===== src/rtl/rcvr_framed.sv =====
// rcvr_framed: serial header hunter plus payload capture, feeding a show-ahead word FIFO.
// Header bits and payload bits arrive MSB first, one per clock; payload words are never scanned for headers.
module rcvr_framed #(
    parameter int unsigned       HDR_W  = 8,
    parameter logic [HDR_W-1:0]  HDR    = HDR_W'(8'hA5),
    parameter int unsigned       DATA_W = 8,
    parameter int unsigned       DEPTH  = 2,
    parameter int unsigned       CNT_W  = 8
) (
    input  logic                         clock,
    input  logic                         reset,
    input  logic                         data_in,
    input  logic                         reading,
    output logic                         ready,
    output logic [DATA_W-1:0]            data_out,
    output logic                         overrun,
    output logic [$clog2(DEPTH+1)-1:0]   level,
    output logic [CNT_W-1:0]             drop_cnt,
    output logic                         in_body
);

    localparam int unsigned FILL_W = $clog2(HDR_W + 1);
    localparam int unsigned BIT_W  = (DATA_W > 1) ? $clog2(DATA_W) : 1;
    localparam int unsigned PTR_W  = (DEPTH > 1) ? $clog2(DEPTH) : 1;
    localparam int unsigned MEM_N  = 1 << PTR_W;
    localparam int unsigned LVL_W  = $clog2(DEPTH + 1);

    typedef enum logic {
        S_HUNT = 1'b0,
        S_BODY = 1'b1
    } state_t;

    state_t                r_state;
    state_t                w_state_nxt;
    logic [HDR_W-1:0]      r_shreg;
    logic [HDR_W-1:0]      w_shreg_nxt;
    logic [FILL_W-1:0]     r_fill;
    logic [FILL_W-1:0]     w_fill_nxt;
    logic [DATA_W-1:0]     r_body;
    logic [DATA_W-1:0]     w_body_nxt;
    logic [BIT_W-1:0]      r_bitcnt;
    logic [BIT_W-1:0]      w_bitcnt_nxt;
    logic                  w_push;
    logic [HDR_W-1:0]      w_shift;
    logic [DATA_W-1:0]     w_word;

    logic [DATA_W-1:0]     r_mem [MEM_N];
    logic [PTR_W-1:0]      r_wptr;
    logic [PTR_W-1:0]      r_rptr;
    logic [PTR_W-1:0]      w_wptr_nxt;
    logic [PTR_W-1:0]      w_rptr_nxt;
    logic [LVL_W-1:0]      r_level;
    logic [LVL_W-1:0]      w_level_nxt;
    logic                  r_ready;
    logic [DATA_W-1:0]     r_dout;
    logic                  r_overrun;
    logic [CNT_W-1:0]      r_drop_cnt;
    logic                  r_in_body;
    logic                  w_full;
    logic                  w_pop;
    logic                  w_push_ok;
    logic                  w_drop;

    // Candidate header window and completed payload word including the bit on the line now.
    assign w_shift = HDR_W'({r_shreg, data_in});
    assign w_word  = DATA_W'({r_body, data_in});

    // FSM state register.
    always_ff @(posedge clock or posedge reset) begin
        if (reset) r_state <= S_HUNT;
        else       r_state <= w_state_nxt;
    end

    // Next-state logic: hunt for the header, then collect exactly DATA_W payload bits.
    always_comb begin
        w_state_nxt  = r_state;
        w_shreg_nxt  = r_shreg;
        w_fill_nxt   = r_fill;
        w_body_nxt   = r_body;
        w_bitcnt_nxt = r_bitcnt;
        w_push       = 1'b0;
        case (r_state)
            S_HUNT: begin
                w_shreg_nxt = w_shift;
                if (r_fill != FILL_W'(HDR_W)) w_fill_nxt = FILL_W'(r_fill + 1'b1);
                // The fill count keeps cleared leading zeros from matching.
                if ((r_fill >= FILL_W'(HDR_W - 1)) && (w_shift == HDR)) begin
                    w_state_nxt  = S_BODY;
                    w_bitcnt_nxt = '0;
                end
            end
            S_BODY: begin
                w_body_nxt   = w_word;
                w_bitcnt_nxt = BIT_W'(r_bitcnt + 1'b1);
                if (r_bitcnt == BIT_W'(DATA_W - 1)) begin
                    w_push       = 1'b1;
                    w_state_nxt  = S_HUNT;
                    w_shreg_nxt  = '0;
                    w_fill_nxt   = '0;
                    w_bitcnt_nxt = '0;
                end
            end
            default: w_state_nxt = S_HUNT;
        endcase
    end

    // Framer datapath registers.
    always_ff @(posedge clock or posedge reset) begin
        if (reset) begin
            r_shreg   <= '0;
            r_fill    <= '0;
            r_body    <= '0;
            r_bitcnt  <= '0;
            r_in_body <= 1'b0;
        end else begin
            r_shreg   <= w_shreg_nxt;
            r_fill    <= w_fill_nxt;
            r_body    <= w_body_nxt;
            r_bitcnt  <= w_bitcnt_nxt;
            r_in_body <= (w_state_nxt == S_BODY);
        end
    end

    // FIFO control: a pop in the same cycle frees a slot for a push into a full FIFO.
    always_comb begin
        w_full      = (r_level == LVL_W'(DEPTH));
        w_pop       = reading & r_ready;
        w_push_ok   = w_push & (~w_full | w_pop);
        w_drop      = w_push & w_full & ~w_pop;
        w_wptr_nxt  = r_wptr;
        w_rptr_nxt  = r_rptr;
        w_level_nxt = r_level;
        if (w_push_ok)
            w_wptr_nxt = (r_wptr == PTR_W'(DEPTH - 1)) ? '0 : PTR_W'(r_wptr + 1'b1);
        if (w_pop)
            w_rptr_nxt = (r_rptr == PTR_W'(DEPTH - 1)) ? '0 : PTR_W'(r_rptr + 1'b1);
        if (w_push_ok && !w_pop)
            w_level_nxt = LVL_W'(r_level + 1'b1);
        else if (w_pop && !w_push_ok)
            w_level_nxt = LVL_W'(r_level - 1'b1);
    end

    // FIFO storage, pointers, registered head word and status.
    always_ff @(posedge clock or posedge reset) begin
        if (reset) begin
            for (int i = 0; i < int'(MEM_N); i++) r_mem[i] <= '0;
            r_wptr  <= '0;
            r_rptr  <= '0;
            r_level <= '0;
            r_ready <= 1'b0;
            r_dout  <= '0;
        end else begin
            if (w_push_ok) r_mem[r_wptr] <= w_word;
            r_wptr  <= w_wptr_nxt;
            r_rptr  <= w_rptr_nxt;
            r_level <= w_level_nxt;
            r_ready <= (w_level_nxt != '0);
            // The word being written this cycle becomes the head when it lands in the head slot.
            r_dout  <= (w_push_ok && (w_rptr_nxt == r_wptr)) ? w_word : r_mem[w_rptr_nxt];
        end
    end

    // Sticky overrun and saturating drop counter.
    always_ff @(posedge clock or posedge reset) begin
        if (reset) begin
            r_overrun  <= 1'b0;
            r_drop_cnt <= '0;
        end else begin
            if (w_drop)       r_overrun <= 1'b1;
            else if (reading) r_overrun <= 1'b0;
            if (w_drop && (r_drop_cnt != {CNT_W{1'b1}}))
                r_drop_cnt <= CNT_W'(r_drop_cnt + 1'b1);
        end
    end

    assign ready    = r_ready;
    assign data_out = r_dout;
    assign overrun  = r_overrun;
    assign level    = r_level;
    assign drop_cnt = r_drop_cnt;
    assign in_body  = r_in_body;

endmodule


===== config.mk =====
export PLATFORM = sky130hd
export DESIGN_NAME = rcvr_framed
export DESIGN_NICKNAME = d
export VERILOG_FILES = /design/src/rtl/rcvr_framed.sv
export SDC_FILE = /design/constraint.sdc
export NUM_CORES = 1
export LEC_CHECK = 0
export ABC_AREA = 1
export BUFFER_PORTS_ARGS = -buffer_cell sky130_fd_sc_hd__buf_2
export CORE_AREA = 2 2 92 94
export CTS_CLUSTER_DIAMETER = 30
export DETAILED_ROUTE_END_ITERATION = 6
export DIE_AREA = 0 0 94 96
export PLACE_DENSITY_LB_ADDON = 0.3
export SLEW_MARGIN = 15
export SYNTH_ARGS = -nofsm -noshare
export SYNTH_HDL_FRONTEND = slang
export SYNTH_SLANG_ARGS = --single-unit

===== constraint.sdc =====
create_clock -name clock -period 3.25 [get_ports clock]
set_clock_uncertainty 0.2 [all_clocks]
set_input_delay 0.325 -clock clock [delete_from_list [all_inputs] [get_ports clock]]
set_output_delay 0.325 -clock clock [all_outputs]
set_load 0.02 [all_outputs]

==> results.toml <==
[synth]
synth_top_area_cell = "dfrtp_1"
synth_nets = 334
synthesis.area_um2 = 2770
yosysUniqueCellTypes = 22
ys_seq_elements = 60
ys_seq_area_frac = 0.542
syn_inst = 324
yosys-top-cells-area = "dfrtp_1 54%, nand2_1 14%, o21ai_0 6.9%"
yosysWarnings = 0
synth_top_area_share = 0.542
synth.avg_cell_area_um2 = 8.54

[worst_setup_path]
cp_max_fo = 13
crit_path_start_kind = "flop"
slowest_delay_ps = 370
r2r_slack_ps = 1270
crit_arrival_ps = 2010
worstPathRequired_ps = 3280
rr_startpoint = "r_bitcnt[0]$_DFFE_PP0P_"
crit_path_end_kind = "flop"
cp_top_family = "simple AND/OR/NAND/NOR gates"
crit_chain = "ha_1 > ha_1 > nand2_2 > a21oi_4 > nand3_1 > nand2_1 > nand2_1"
rr_worst_depth = 7
r2r-end = "data_out[2]$_DFF_PP0_"
crit_slowest_cell = "dfrtp_1"
cp_num_buf_inv = 0
critical_path_class = "flop to flop"

[hold_path]
min_from = "reading"
min_to = "overrun$_DFFE_PP0P_"
min_path_cells = 2
hold_class = "input port to flop"

[sta]
setup_viol = 0
finalHoldViolations = 0
final.min_clock_period_ps = 1980
fin_crit_sh = 0.609
max_freq_mhz = 505
rsz0062_at_grt = "no"
max-slew-margin-rel = 0.529
slew_viol_final = 0
worst_pin_slew_ps = 706
tns_ps = 0

[global_route]
groute.usage.overall = 0.132
overflow = 0
grt_pass1_wl_um = 9120
antenna_found_initial = 0
grt_max_degree = 34
grt_pass1_vias = 1945

[power_and_ir_drop]
total_leakage_power_nw = 1.67
p_per_area_nw_per_um2 = 782
fin_total_pwr_mw = 2.53
ir_drop_v = 0.000267

[place]
gp_congestion = 0.766
place_area_um2 = 2980
hpwl_um = 3700
port-buffer-count = 24

[clocking]
post_cts_buffers = 0
insertion_delay_ps = 340
cts_sinks = 60
cts-resized-gates = 0
clk_pin_slew_worst_paths_ps = 70
clockBufferDepth = 2
numCtsBuffers = 9
cts_tree = "built"
htree_num_levels = 3
hold_buffers = 1
cts-root-buf = "clkbuf_8"

[finish]
nets = 365
syn2layout_area_growth_pct = 17.0
design_area_um2 = 3240
antenna_cells = 0
drive_gt1_frac = 0.144

[detailed_routing]
drt_iter0_markers = 99
ant_nets = 0
drc = 0
wl_um = 5310
drtPass1Iterations = 4
num_vias = 2080
wl_per_cell_um = 11.4
via_per_inst = 4.47

[die]
die_area_um2 = 9020
die_x_um = 94
core_um2 = 8050
start_util = 0.344
ios = 25
dieHeight_um = 96
rows = 33

[outcome]
status = "completed"

[job]
maxCapViolCount = 0
## cells in the mapped netlist (all sizes together)
cell type,instances
a21oi,1
xnor2,3
nand4,1
o22ai,8
nand3,27
or2,2
o21ai,38
nand3b,1
inv,46
buf,6
nor3,1
ha,6
nand2,111
clkbuf,2
nor2,7
dfrtp,60
xor2,4
## worst max-delay path by stage
stage / from / to / slack (ps) / cells after the start
global placement: r_bitcnt[0]$_DFFE_PP0P_ / data_out[2]$_DFF_PP0_ / 1310 / 7
detailed placement: r_bitcnt[0]$_DFFE_PP0P_ / data_out[4]$_DFF_PP0_ / 1250 / 7
floorplan: reset / data_out[0]$_DFF_PP0_ / 1240 / 1
finish: r_bitcnt[0]$_DFFE_PP0P_ / data_out[2]$_DFF_PP0_ / 1270 / 7
CTS: r_bitcnt[0]$_DFFE_PP0P_ / data_out[3]$_DFF_PP0_ / 1260 / 7
global route: r_bitcnt[0]$_DFFE_PP0P_ / data_out[2]$_DFF_PP0_ / 1080 / 7
## final cells by class
type	count	area [µm²]
fill	814	4810
timing repair buffer	28	153
clock inverter	7	124
sequential	60	1500
clock buffer	9	124
multi-input combinational	210	1030
tap	105	131
inverter	46	173
## power breakdown
part | internal (mW) | total [mW] | switching (mW)
registers | 0.916 | 1.03 | 0.111
clock network | 0.514 | 0.827 | 0.312
logic | 0.226 | 0.680 | 0.454
## state kept, by name, indices dropped and copies added (netlist names)
| register | flops |
|---|---|
| r_mem | 16 |
| data_out | 8 |
| drop_cnt | 8 |
| r_body | 7 |
| r_shreg | 7 |
| r_fill | 4 |
| r_bitcnt | 3 |
| level | 2 |
| in_body | 1 |
| overrun | 1 |
| r_rptr | 1 |
| r_wptr | 1 |
| ready | 1 |
## cells in the final DEF, fill, tap and decap left out
| cell | synthesis | layout |
|---|---|---|
| clkinv_4 | 0 | 2 |
| dfrtp_1 | 60 | 60 |
| nor3_1 | 1 | 1 |
| nand2_1 | 105 | 105 |
| inv_6 | 0 | 1 |
| a21oi_4 | 1 | 1 |
| buf_2 | 1 | 24 |
| bufinv_16 | 0 | 3 |
| nand4_1 | 1 | 1 |
| o22ai_1 | 8 | 8 |
| xor2_1 | 4 | 4 |
| nand3b_1 | 1 | 1 |
| nand3_1 | 27 | 27 |
| clkbuf_8 | 0 | 9 |
| nand2_2 | 3 | 3 |
| o21ai_0 | 38 | 38 |
| dlygate4sd3_1 | 0 | 1 |
| clkinvlp_4 | 0 | 1 |
| ha_1 | 6 | 6 |
| buf_4 | 2 | 3 |
| xnor2_1 | 3 | 3 |
| nand2_4 | 3 | 3 |
| inv_1 | 45 | 44 |
| or2_1 | 2 | 2 |
| nor2_1 | 7 | 7 |
| inv_2 | 1 | 2 |
## logic make-up after synthesis
group | share of synthesized area
AO/OA/AOI/OAI | 0.0927
XOR/XNOR | 0.0222
adder cells (fa/ha/maj) | 0.0271
buffers and inverters | 0.0845
flip-flops | 0.542
AND/OR/NAND/NOR | 0.231
## metrics by stage
step	std cells	hold WS, ps	worst slack, ps	util
final	465	64.5	1270	0.402
after global placement	448	267	1310	0.370
after floorplan	324	234	1240	-
after global routing	465	94.9	1080	0.402
after CTS	465	48.4	1260	0.402
after detailed placement	448	274	1250	0.370
## per-layer routing
metal | vias up | routed length, µm | GRT usage
met2 | 29 | 2200 | 0.187
met1 | 961 | 2790 | 0.184
met3 | 6 | 242 | 0.0376
li1 | 1084 | - | -
met4 | 0 | 79 | 0.0652
met5 | - | 0 | 0
Power figures use the tool's default switching activity.
